`src/rtl/cpu_step_gen.sv`:
```
// cpu_step_gen: gates the CPU clock-enable stream for key-driven debugging.
// A debounced front-panel key releases one step (SINGLE) or a burst of
// steps (BURST). RUN passes ce_in through, HOLD blocks it.
module cpu_step_gen #(
  parameter int DEBOUNCE_CYCLES = 240000,
  parameter int DEBOUNCE_W      = 18,
  parameter int BURST_W         = 8,
  parameter int COUNT_W         = 16
) (
  input  logic               clk24,
  input  logic               reset,
  input  logic [1:0]         mode,
  input  logic               n_key,
  input  logic [BURST_W-1:0] burst_len,
  input  logic               ce_in,
  output logic               ce_out,
  output logic               busy,
  output logic [BURST_W-1:0] remaining,
  output logic [COUNT_W-1:0] step_count,
  output logic               key_level
);

  localparam logic [1:0] M_RUN    = 2'b00;
  localparam logic [1:0] M_SINGLE = 2'b01;
  localparam logic [1:0] M_BURST  = 2'b10;
  localparam logic [1:0] M_HOLD   = 2'b11;

  localparam logic [DEBOUNCE_W-1:0] DB_LAST = DEBOUNCE_W'(DEBOUNCE_CYCLES - 1);

  typedef enum logic [1:0] {
    S_IDLE     = 2'd0,
    S_ARMED    = 2'd1,
    S_BURSTING = 2'd2
  } state_t;

  // ---------------------------------------------------------------------
  // Key path
  // ---------------------------------------------------------------------
  logic                  sync1_q, sync2_q;
  logic                  key_sync;
  logic [DEBOUNCE_W-1:0] dbc_q, dbc_d;
  logic                  key_level_q, key_level_d;
  logic                  key_prev_q;
  logic                  press;

  // Two-flop synchroniser; idles at 1 so reset looks like a released key.
  always_ff @(posedge clk24 or posedge reset) begin
    if (reset) begin
      sync1_q <= 1'b1;
      sync2_q <= 1'b1;
    end else begin
      sync1_q <= n_key;
      sync2_q <= sync1_q;
    end
  end

  assign key_sync = ~sync2_q;

  // Debounce: level must differ from the accepted level for the full window.
  always_comb begin
    dbc_d       = dbc_q;
    key_level_d = key_level_q;
    if (key_sync == key_level_q) begin
      dbc_d = '0;
    end else if (dbc_q == DB_LAST) begin
      key_level_d = key_sync;
      dbc_d       = '0;
    end else begin
      dbc_d = dbc_q + DEBOUNCE_W'(1);
    end
  end

  // Debounce counter and accepted level registers.
  always_ff @(posedge clk24 or posedge reset) begin
    if (reset) begin
      dbc_q       <= '0;
      key_level_q <= 1'b0;
      key_prev_q  <= 1'b0;
    end else begin
      dbc_q       <= dbc_d;
      key_level_q <= key_level_d;
      key_prev_q  <= key_level_q;
    end
  end

  // Press is high in the first cycle the accepted level reads 1.
  assign press = key_level_q & ~key_prev_q;

  // ---------------------------------------------------------------------
  // Step state machine
  // ---------------------------------------------------------------------
  state_t               state_q, state_d;
  logic [BURST_W-1:0]   rem_q, rem_d;
  logic [1:0]           mode_q;
  logic                 mode_chg;
  logic                 grant;
  logic                 ce_out_q, ce_out_d;
  logic [COUNT_W-1:0]   cnt_q, cnt_d;

  assign mode_chg = (mode != mode_q);

  // Next state, remaining-count update and step grant.
  always_comb begin
    state_d = state_q;
    rem_d   = rem_q;
    grant   = 1'b0;
    if (mode_chg) begin
      // A mode switch abandons any pending step, even a coincident ce_in.
      state_d = S_IDLE;
      rem_d   = '0;
    end else begin
      unique case (state_q)
        S_IDLE: begin
          if (press) begin
            if (mode == M_SINGLE) begin
              state_d = S_ARMED;
            end else if (mode == M_BURST && burst_len != '0) begin
              state_d = S_BURSTING;
              rem_d   = burst_len;
            end
          end
        end
        S_ARMED: begin
          if (ce_in) begin
            grant   = 1'b1;
            state_d = S_IDLE;
          end
        end
        S_BURSTING: begin
          if (ce_in) begin
            grant = 1'b1;
            rem_d = rem_q - BURST_W'(1);
            if (rem_q == BURST_W'(1)) state_d = S_IDLE;
          end
        end
        default: begin
          state_d = S_IDLE;
          rem_d   = '0;
        end
      endcase
    end
  end

  // Output enable selection and step counter update.
  always_comb begin
    ce_out_d = 1'b0;
    cnt_d    = cnt_q;
    unique case (mode)
      M_RUN:    ce_out_d = ce_in;
      M_HOLD:   ce_out_d = 1'b0;
      M_SINGLE,
      M_BURST: begin
        ce_out_d = grant;
        if (grant) cnt_d = cnt_q + COUNT_W'(1);
      end
      default:  ce_out_d = 1'b0;
    endcase
  end

  // State, counters and the registered clock enable.
  always_ff @(posedge clk24 or posedge reset) begin
    if (reset) begin
      state_q  <= S_IDLE;
      rem_q    <= '0;
      mode_q   <= M_RUN;
      ce_out_q <= 1'b0;
      cnt_q    <= '0;
    end else begin
      state_q  <= state_d;
      rem_q    <= rem_d;
      mode_q   <= mode;
      ce_out_q <= ce_out_d;
      cnt_q    <= cnt_d;
    end
  end

  assign ce_out     = ce_out_q;
  assign busy       = (state_q != S_IDLE);
  assign remaining  = rem_q;
  assign step_count = cnt_q;
  assign key_level  = key_level_q;

endmodule

```
`config.mk`:
```
export PLATFORM = sky130hd
export DESIGN_NAME = cpu_step_gen
export DESIGN_NICKNAME = d
export VERILOG_FILES = /design/src/rtl/cpu_step_gen.sv
export SDC_FILE = /design/constraint.sdc
export NUM_CORES = 1
export LEC_CHECK = 0
export BUFFER_PORTS_ARGS = -buffer_cell sky130_fd_sc_hd__buf_2
export CAP_MARGIN = 15
export CORE_UTILIZATION = 60
export DETAILED_ROUTE_END_ITERATION = 10
export GPL_TIMING_DRIVEN = 0
export PLACE_DENSITY = 0.84
export SLEW_MARGIN = 20
export SYNTH_ARGS = -nofsm -noshare
export SYNTH_HDL_FRONTEND = slang
export SYNTH_SLANG_ARGS = --single-unit
export TNS_END_PERCENT = 30
```
`constraint.sdc`:
```
create_clock -name clk24 -period 4.45 [get_ports clk24]
set_input_delay 0.445 -clock clk24 [delete_from_list [all_inputs] [get_ports clk24]]
set_output_delay 0.445 -clock clk24 [all_outputs]
set_load 0.005 [all_outputs]
```
* Word level (Yosys, flattened, before mapping) *
Cells that the tools add are included.

word-level totals
  word-level logic and storage cells = 65
  input bits = 14
  bits in registers = 51

cells by class
  reduce and logical (&&, ||, !) cells = 11
  mux-type cells = 20
  bitwise gates (word level) = 4
  eq/ne operators = 17
  add/subtract/negate cells = 3

operators by type and width
  kind                   number
  $mux 8                 5
  $mux 18                2
  $pmux 8 s3             1
  $add 18x1->18 const B  1
  $eq 18x18->1 const B   1
  $ne 3x3->1 const B     6
  $add 16x1->16 const B  1
  $mux 2                 7
  $reduce_and 5->1       2
  $eq 8x1->1 const B     1
  $reduce_bool 8->1      1
  $sub 8x1->8 const B    1
  $eq 2x2->1 const B     3
  $pmux 2 s3             1
  $eq 2x1->1 const B     2
  $logic_not 2->1        2
  $ne 4x4->1 const B     1
  $reduce_and 2->1       2
  $reduce_or 2->1        2
  $mux 1                 3
  $not 1->1              3
  $pmux 1 s3             1
  $ne 2x2->1             1
  $ne 2x2->1 const B     1
  other kinds (4)        4

* Longest topological paths before layout *
Gate-level depths: netlist of the first run.

  depth after elaboration = 7
  mapped depth = 8
  depth with buffers taken out = 7

* Worst setup path after synthesis of the first run *
Ideal clock, no wire load.

  path type = input port to flip-flop
  start = input mode[1]
  end = register rem_q[0] (netlist: remaining[0])
  data required time = 4.323 ns
  path slack = 2.702 ns
  stages = 7
  buffers on the path = 1
  arrival time = 1.621 ns
  path through = inv_1 -> ha_1 -> a2111oi_0 -> o22ai_1 -> buf_4 -> a211oi_1 -> a21oi_1

on the way
  word-level cells in the longest chain between the ends = 4
  elaborated cells between the ends (all ways) = 11
  those cells by class = eq/ne: 8; mux: 1; reduce/logical: 2

RTL lines
  item                               RTL line  source
  start: declaration                 12        input logic [1:0] mode,
  $eq 2x2->1                         117       end else if (mode == M_BURST && burst_len != '0) begin
  $logic_and 1x1->1                  117
  $ne 3x3->1 (no source line)        --
  $reduce_and 5->1 (no source line)  --
  end signal: assignment             170       rem_q <= rem_d;
  end: declaration                   93        logic [BURST_W-1:0] rem_q, rem_d;

Parallel ways exist; a longest one is shown, timed or not.
A chain may end at the register's enable or synchronous reset.

* Worst setup path after layout of the first run *
  start = register state_q[1]
  end = register rem_q[0] (netlist: remaining[0])

on the way
  word-level cells in the longest chain between the ends = 3
  elaborated cells between the ends (all ways) = 11
  those cells by class = eq/ne: 7; mux: 2; reduce/logical: 2

RTL lines
  item                                                                RTL line  source
  start: declaration                                                  92        state_t state_q, state_d;
  start signal: assignment                                            169       state_q <= state_d;
  $eq 2x2->1, or another cell as far along                            112       unique case (state_q)
  $ne 3x3->1 (no source line), or another cell as far along           --
  $reduce_and 5->1 (no source line) / $mux 8 (equally long branches)  --

Parallel ways exist; a longest one is shown, timed or not.

==> results of run 1 <==
-- routing by layer --
metal | part of all wire | GRT usage
met4 | 0.018 | 0.09840
met5 | 0 | 0
met2 | 0.49 | 0.3998
met3 | 0.054 | 0.06250
met1 | 0.44 | 0.3179
-- cell type report --
cell class / count / area (sq um)
Buffer: 6 / 52.55
Clock buffer: 6 / 72.57
Clock inverter: 2 / 12.51
Fill cell: 294 / 1112
Inverter: 14 / 52.55
Multi-Input combinational cell: 184 / 1194
Sequential cell: 51 / 1279
Tap cell: 50 / 62.56
Timing Repair Buffer: 41 / 220.2
-- sequential cells by signal, indices dropped and copies added, names as in the netlist --
register and count:
remaining 8, state_q 2, mode_q 2, ce_out 1, step_count 16, sync2_q 1, key_level 1, key_prev_q 1
dbc_q 18, sync1_q 1
-- cell usage in the layout (no fill, tap or decap), drive strengths merged, types with 2 or more instances in the layout --
master and count:
nor3 9, dfstp 2, a2bb2oi 2, a21oi 9
nand3 13, nor2 34, dfrtp 49, nand4b 2
inv 14, a22oi 2, a211oi 2, xnor2 15
and3 4, nor4 2, and4 5, xor2 20
nand4 8, nand2b 2, and2 3, nand2 13
buf 45, clkbuf 8, ha 10, o21ai 13
-- power by group --
part	internal [W]	switching [W]
Clock	0.000110	0.000148
Sequential	0.000487	0.0000271
Combinational	0.0000669	0.0000889
-- metrics by stage --
stage,hold WS (ns),worst slack [ns]
3_5_place_dp,0.3528,2.220
3_3_place_gp,0.3455,2.170
5_1_grt,0.1908,2.281
6_report,0.1632,2.407
4_1_cts,0.1699,2.504
2_1_floorplan,0.3452,2.702
-- worst paths after layout --
check / start / to / slack, ns / cells past startpoint
max: state_q[1] / remaining[0] / 2.41 / 7
min: reset / step_count[3] / 0.16 / 2
max in group asynchronous: reset / remaining[1] / 3.76 / 3
max reg2reg: state_q[1] / remaining[0] / 2.41 / 7
min reg2reg: sync1_q / sync2_q / 0.36 / 0
min in group clk24: n_key / sync1_q / 0.24 / 1
-- synth_stat cells, types with 3 or more instances --
library cell              instances  share of area
sky130_fd_sc_hd__nor3_1           9          0.017
sky130_fd_sc_hd__xnor2_1         15          0.051
sky130_fd_sc_hd__inv_1           14          0.020
sky130_fd_sc_hd__ha_1            10          0.049
sky130_fd_sc_hd__and4_1           3          0.010
sky130_fd_sc_hd__and2_1           3         0.0073
sky130_fd_sc_hd__a21oi_1          9          0.017
sky130_fd_sc_hd__xor2_1          20          0.068
sky130_fd_sc_hd__o21ai_0         12          0.023
sky130_fd_sc_hd__nand2_1         13          0.019
sky130_fd_sc_hd__and3_1           3         0.0073
sky130_fd_sc_hd__dfrtp_1         49           0.48
sky130_fd_sc_hd__nor2_1          34          0.050
sky130_fd_sc_hd__nand4_1          8          0.019
sky130_fd_sc_hd__nand3_1         13          0.025
-- critical path, stage by stage (launching register included) --
cell and delay [ns]:
sky130_fd_sc_hd__dfrtp_1 0.38, sky130_fd_sc_hd__inv_1 0.07, sky130_fd_sc_hd__ha_1 0.22, sky130_fd_sc_hd__a2111oi_0 0.42, sky130_fd_sc_hd__o22ai_1 0.33, sky130_fd_sc_hd__buf_4 0.25
sky130_fd_sc_hd__a211oi_1 0.19, sky130_fd_sc_hd__a21oi_1 0.06
-- cell families (layout without fill, tap and decap cells) --
| kind of cell | count (synthesis) | count (layout) | synth area share |
|---|---|---|---|
| flops | 51 | 51 | 0.4961 |
| fa+ha+maj | 10 | 10 | 0.04854 |
| compound gates | 35 | 35 | 0.08204 |
| buf+inv | 20 | 69 | 0.04078 |
| mux | 2 | 2 | 0.008252 |
| simple gates | 102 | 102 | 0.2053 |
| xor+xnor | 35 | 35 | 0.1189 |
==> run summary, run 1 <==
The logs give 4 for the detailed-routing iteration count for the pre-antenna-repair pass and 0 for the number of design rule violations left after detail routing. The async set-reset flop share out of synthesis is 1.000. The tree is rooted in a sky130_fd_sc_hd__clkbuf_8.

The first routing iteration left 169 violations. The cell area that synthesis handed to floorplanning was 0.002577 sq mm. The logs give 0 for the number of violations of the max-capacitance limit and 0.5735 for the worst slew margin relative to its limit. The startpoint class of the critical path is a register. The worst setup path is captured at a register. Setup violations remaining at the end of the flow were counted as 0. The total routing usage reported by global routing is 0.2480. The proportion of synthesized chip area in sequential cells was 0.4961; the count of antenna-violating nets left after detailed routing was 0. Detailed placement finished with a half-perimeter wire length of 3716 microns.

The clock period could shrink to 2.043 ns. The arrival time at the worst endpoint came out at 2.23 ns. The effective utilization at floorplan was 0.6352; the number of flops mapped to enable cells by yosys was 0.

The post-route non-filler standard cell count was 354; the weighted congestion reported at the end of routability-driven placement was 0.8132. Timing would allow up to 489.5 MHz. The net total in the final layout is 327, and the leakage power of the design is 1.432 nW. TritonCTS built the clock tree. The total clock buffers created by CTS was 5. The area growth from synthesis to layout is 14.27%. For the post-synthesis instance total, the log shows 255. VDD sags by at most 0.2903 mV. The logs give 4.64 ns for the endpoint required time on the critical path and 2040 for the total via count after detailed routing. The ratio of cells with drive above 1 in the final layout came out at 0.1941. Clock input transition at the sequential cells of the worst setup and hold paths: 0.09 ns. Floorplan die width: 67.54 microns. The number of antenna diodes in the final layout is 0. The total overflow left after global routing is 0. Maximum number of pins on one net before global-route repair: 30.

The tools report the depth of the CTS H-tree as 2. Slew at the pin closest to its max-slew limit: 0.6348 ns. The tools report the via count of the first global-routing pass as 1938. Once placement completed, the tool counted placed cells totaling 346. The global-route wire length before repair is 8376 microns, and the detail-routed net length per standard cell is 14.61 microns. The placed instance area is 0.002860 sq mm. The logs give 0.008381 ns for the worst-case clock skew and 0.0009284 W for the total chip power. During I/O placement, the number of pins put on the boundary was 41. Hold repair after CTS inserted 0 buffers. Setup repair after global routing left no endpoint under its margin. The ratio of routed vias to standard cells works out to 5.763. In the synthesized netlist the dominant register cell turns out to be sky130_fd_sc_hd__dfrtp_1. Counting distinct cell types in the post-synthesis netlist gives 45. The number of placement rows was 23. The number of gates resized after CTS was 0.

The floorplan step defined a die boundary enclosing 0.004562 sq mm. The fraction of the cycle the final worst path needs was 0.4591; the number of port buffers was 40. The region available for standard cell placement spans 0.004058 sq mm.

The buffers inserted during post-CTS setup optimization is 0, and the count of warnings emitted by yosys is 0. The flow ran to the end, and the final reports show no timing, DRC or antenna violations. The end-of-flow core utilization was 0.7259. The total power per unit cell area was 315.2 mW/mm^2. The critical path in this run is classified as reg -> reg. For the final count of hold timing violations, the log shows 0.

Synthesis produced a netlist with a net count of 279. The final layout contains routed wiring with a total length of 5171 microns. The final design area excluding fillers was 0.002945 sq mm.

The clock latency at the later pin of the worst-skew pair is 0.30 ns. The number of antenna violations at the first check in global routing came out at 0. The min-delay analysis places its worst path in the category in -> async. The clock sink count was 51; the die boundary height was 67.54 microns.

The critical-path maximum fanout was 10; the post-synthesis sequential element count was 51. The maximum buffer depth of the clock tree is 2. The final number of max-transition violations is 0, and the mean instance size in the synthesized netlist is 10.11 sq um. In the final timing run, aggregate negative setup slack is 0 ns.
No activity file was read; power rests on OpenSTA's default activity.
==> run 2, diff against run 1 <==
- ABC_AREA: not set -> 1
- CORE_UTILIZATION: 60 -> 57
- PLACE_DENSITY: 0.84 -> 0.79
- clock period: 4.45 -> 1.9 ns (I/O delays scaled with it)
==> run 2 against run 1 <==
Net effect: synthesized area is 15% higher; sequential share of layout area fell by 5.4 points; synthesized cell count up 49%; global-route usage decreased by 1.5 points; sequential power is 130% higher; clock skew increased by 0.0017 ns; design area grew 14%; setup slack got worse by 2.1 ns; core utilization is 3.1 points lower; critical endpoint is now dbc_q[5]; highest routed layer unchanged.
==> run summary, run 2 <==
Number of gates resized after CTS: 0 (unchanged). The final setup TNS was 0 ns (unchanged); the global-route wire length before repair was 9777 microns (+17%). The tools report the routed wire length as 5692 microns (+10%). In the post-synthesis netlist, the cell with the most instances is sky130_fd_sc_hd__nand2_1. The total power per unit cell area came out at 647.1 mW/mm^2 (+110%). The sequential cell area in the final layout came out at 0.001279 sq mm (unchanged). The run gives 0.4836 mV (+67%) as the worst voltage drop across the vdd grid. The min-delay analysis places its worst path in the category in -> reg.

The weighted congestion reported at the end of routability-driven placement was 0.9293 (+14%); the total nets after synthesis was 403 (+44%). Largest area contributor in the synthesized netlist: sky130_fd_sc_hd__dfrtp_1. Setup repair after global routing left no endpoint under its margin.

The die area came out at 0.005483 sq mm (+20%). Post-synthesis sequential element count: 51 (unchanged). STA classifies the critical path startpoint as a register.

The dominant synthesized flop cell was sky130_fd_sc_hd__dfrtp_1. The via count of the first global-routing pass is 2233 (+15%). The tools report the post-synthesis instance total as 379 (+49%). Final number of max-transition violations: 0 (unchanged). The top cell types in the final layout, fill and taps aside, are sky130_fd_sc_hd__nand2_1, sky130_fd_sc_hd__nor2_1, sky130_fd_sc_hd__dfrtp_1. The share of the synthesized netlist area taken by xor and xnor gates came out at 0.06808 (-0.05086). The tools report the diode insertion count for antenna repair as 0 (unchanged).

The critical-path maximum fanout was 9 (-1). The net total in the final layout is 453 (+39%). The run gives 2 (unchanged) as the depth of the CTS H-tree. The count of endpoints failing setup in the final report came out at 0 (unchanged).

TritonCTS built the clock tree. Upper clock frequency limit: 626.2 MHz (+28%). The slew at the pin closest to its max-slew limit is 0.7158 ns (+0.08096 ns).

The simple-gate share of the synthesized area is 0.3446 (+0.1393), and the worst-case clock skew is 0.01008 ns (+0.001698 ns). Relative to the synthesized area, the layout overhead comes to 13.78%. The worst setup slack for register-to-register paths was 0.30 ns (-2.10 ns); the area occupied by multi-input gates was 0.001501 sq mm (+26%).

The CTS root buffer is sky130_fd_sc_hd__clkbuf_8. Combinational family with the most area after synthesis: simple AND/OR/NAND/NOR gates. By count the netlist is led by sky130_fd_sc_hd__nand2_1, sky130_fd_sc_hd__nor2_1, sky130_fd_sc_hd__dfrtp_1. The tools report the number of DRC markers after the initial detailed-route iteration as 124 (-27%). Async set-reset flop share out of synthesis: 1.000 (unchanged).

The mean instance size in the synthesized netlist was 7.808 sq um (-23%); the number of port buffers was 40 (unchanged). The ratio of cells with drive above 1 in the final layout was 0.1907 (-0.003381). The shortest period the worst path allows was 1.597 ns (-0.4462 ns); the clock latency at the later pin of the worst-skew pair was 0.30 ns (about the same).

Placeable core region: 0.004848 sq mm (+19%). The critical path endpoint category is a register. The overflow left after global routing is 0 (unchanged).

In the post-synthesis netlist, the biggest area contributors are sky130_fd_sc_hd__dfrtp_1, sky130_fd_sc_hd__nand2_1, sky130_fd_sc_hd__nor2_1. The tools report the clock sink count as 51 (unchanged). The count of hold buffers inserted by post-cts repair came out at 2 (+2). Floorplan die width: 74.05 microns (+9.6%). The number of flops mapped to enable cells by yosys is 0 (unchanged), and the proportion of synthesized chip area in sequential cells is 0.4321 (-0.06398). The total via count after detailed routing was 2497 (+22%); the buffers inserted during post-CTS setup optimization was 0 (unchanged). The logs give 0.5212 (-0.05234) for the worst slew margin relative to its limit and 0.2330 (-0.01502) for the total routing usage reported by global routing.

The total chip power is 0.002179 W (+130%). The count of different cell masters after synthesis is 30 (-33%). The number of fill cells in the layout came out at 403 (+37%).

The path type of the worst setup path is reg -> reg. The share of cell area taken by muxes after synthesis was 0 (-0.008252). The run gives 0 (unchanged) as the count of antenna-violating nets left after detailed routing. The fraction of the mapped netlist area in compound gates was 0.05243 (-0.02961). The run gives 4417 microns (+19%) as the half-perimeter wire length after placement. The run finished with clean final reports. The critical path's top delay family was XOR/XNOR gates. For the number of violations of the max-capacitance limit, the log shows 0 (unchanged). Leaving out fill and tap cells, the most frequent cell in the layout is sky130_fd_sc_hd__nand2_1.

The ratio of routed vias to standard cells was 5.024 (-13%). Fraction of the cycle the final worst path needs: 0.8405 (+0.3813). The logs give 0.6103 (-0.02489) for the effective utilization at floorplan and 2.09 ns (-2.55 ns) for the endpoint required time on the critical path.

The detail-routed net length per standard cell was 11.45 microns (-22%); the final count of hold timing violations was 0 (unchanged). The number of top-level design ports was 41 (unchanged). The number of design rule violations left after detail routing is 0 (unchanged). The detailed-routing iteration count for the pre-antenna-repair pass is 4 (unchanged). For the leakage power of the design, the log shows 1.724 nW (+20%). The end-of-flow core utilization was 0.6945 (-0.03142); the maximum buffer depth of the clock tree was 2 (unchanged).

The area fraction of the dominant cell type after synthesis is 0.4144 (-0.06135). The number of buffers and inverters on the critical path came out at 1 (-1). The maximum single-stage delay on the critical path was 0.58 ns (+0.16 ns). On the critical path, the stage with the largest delay is an instance of sky130_fd_sc_hd__xor2_1.

The logs give 5 (unchanged) for the total clock buffers created by CTS and 0 (unchanged) for the number of antenna violations at the first check in global routing. The maximum number of pins on one net before global-route repair came out at 35 (+17%). For the number of placement rows, the log shows 25 (+8.7%). The area share of fa/ha/maj cells after synthesis came out at 0.04228 (-0.006260).

The critical path goes through xor2_1, a21o_1, buf_4, nor3_1. Clock input transition at the sequential cells of the worst setup and hold paths: 0.09 ns (about the same). Ranked by flip-flop count, first place goes to dbc_q.

The die boundary height is 74.05 microns (+9.6%). The number of flip-flops in the largest register was 18 (unchanged). The synthesized cell area was 0.002959 sq mm (+15%); the arrival time at the worst endpoint was 1.79 ns (-0.44 ns). The count of warnings emitted by yosys is 0 (unchanged).
## run 2: final cells by class
class,count,area share
Tap cell,67,0.02490
Inverter,42,0.04757
Sequential cell,51,0.3798
Multi-Input combinational cell,284,0.4459
Timing Repair Buffer,43,0.07135
Clock buffer,5,0.02044
Buffer,2,0.005574
Clock inverter,3,0.004459
## run 2: final timing paths
| kind | start | endpoint | cells past startpoint |
|---|---|---|---|
| max | sync2_q | dbc_q[5] | 4 |
| min | mode[1] | mode_q[1] | 1 |
| max reg2reg | sync2_q | dbc_q[5] | 4 |
| min reg2reg | sync1_q | sync2_q | 0 |
| max in group asynchronous | reset | sync2_q | 4 |
| min in group asynchronous | reset | step_count[9] | 3 |
## run 2: kinds of logic after synthesis
group	count (synthesis)
AOI/OAI and AO/OA	29
xor gates and xnor gates	23
adders and majority gates	10
buffers and inverters	44
and+or+nand+nor	222
DFF	51
## run 2: power by group
part	internal (W)	total (W)	switching (W)
sequential	0.00114	0.00120	0.0000547
clock	0.000253	0.000597	0.000345
combinational	0.000156	0.000386	0.000230
## run 2: metal layers
| metal | wire [microns] | global-route usage |
|---|---|---|
| met1 | 2805 | 0.3140 |
| met2 | 2639 | 0.3899 |
| met3 | 183 | 0.04065 |
| met4 | 63 | 0.06410 |
| met5 | 0 | 0 |
## run 2: metrics by stage
| step | hold WS, ns | cell area, sq um | setup slack [ns] | cells |
|---|---|---|---|---|
| after floorplan | 0.1945 | 2959 | 0.4838 | 379 |
| after global placement | 0.3041 | 3243 | -0.1574 | 486 |
| after detailed placement | 0.2024 | 3263 | 0.3200 | 487 |
| after CTS | 0.03672 | 3367 | 0.2972 | 497 |
| after global routing | 0.04200 | 3367 | 0.1616 | 497 |
| final | 0.04691 | 3367 | 0.3031 | 497 |
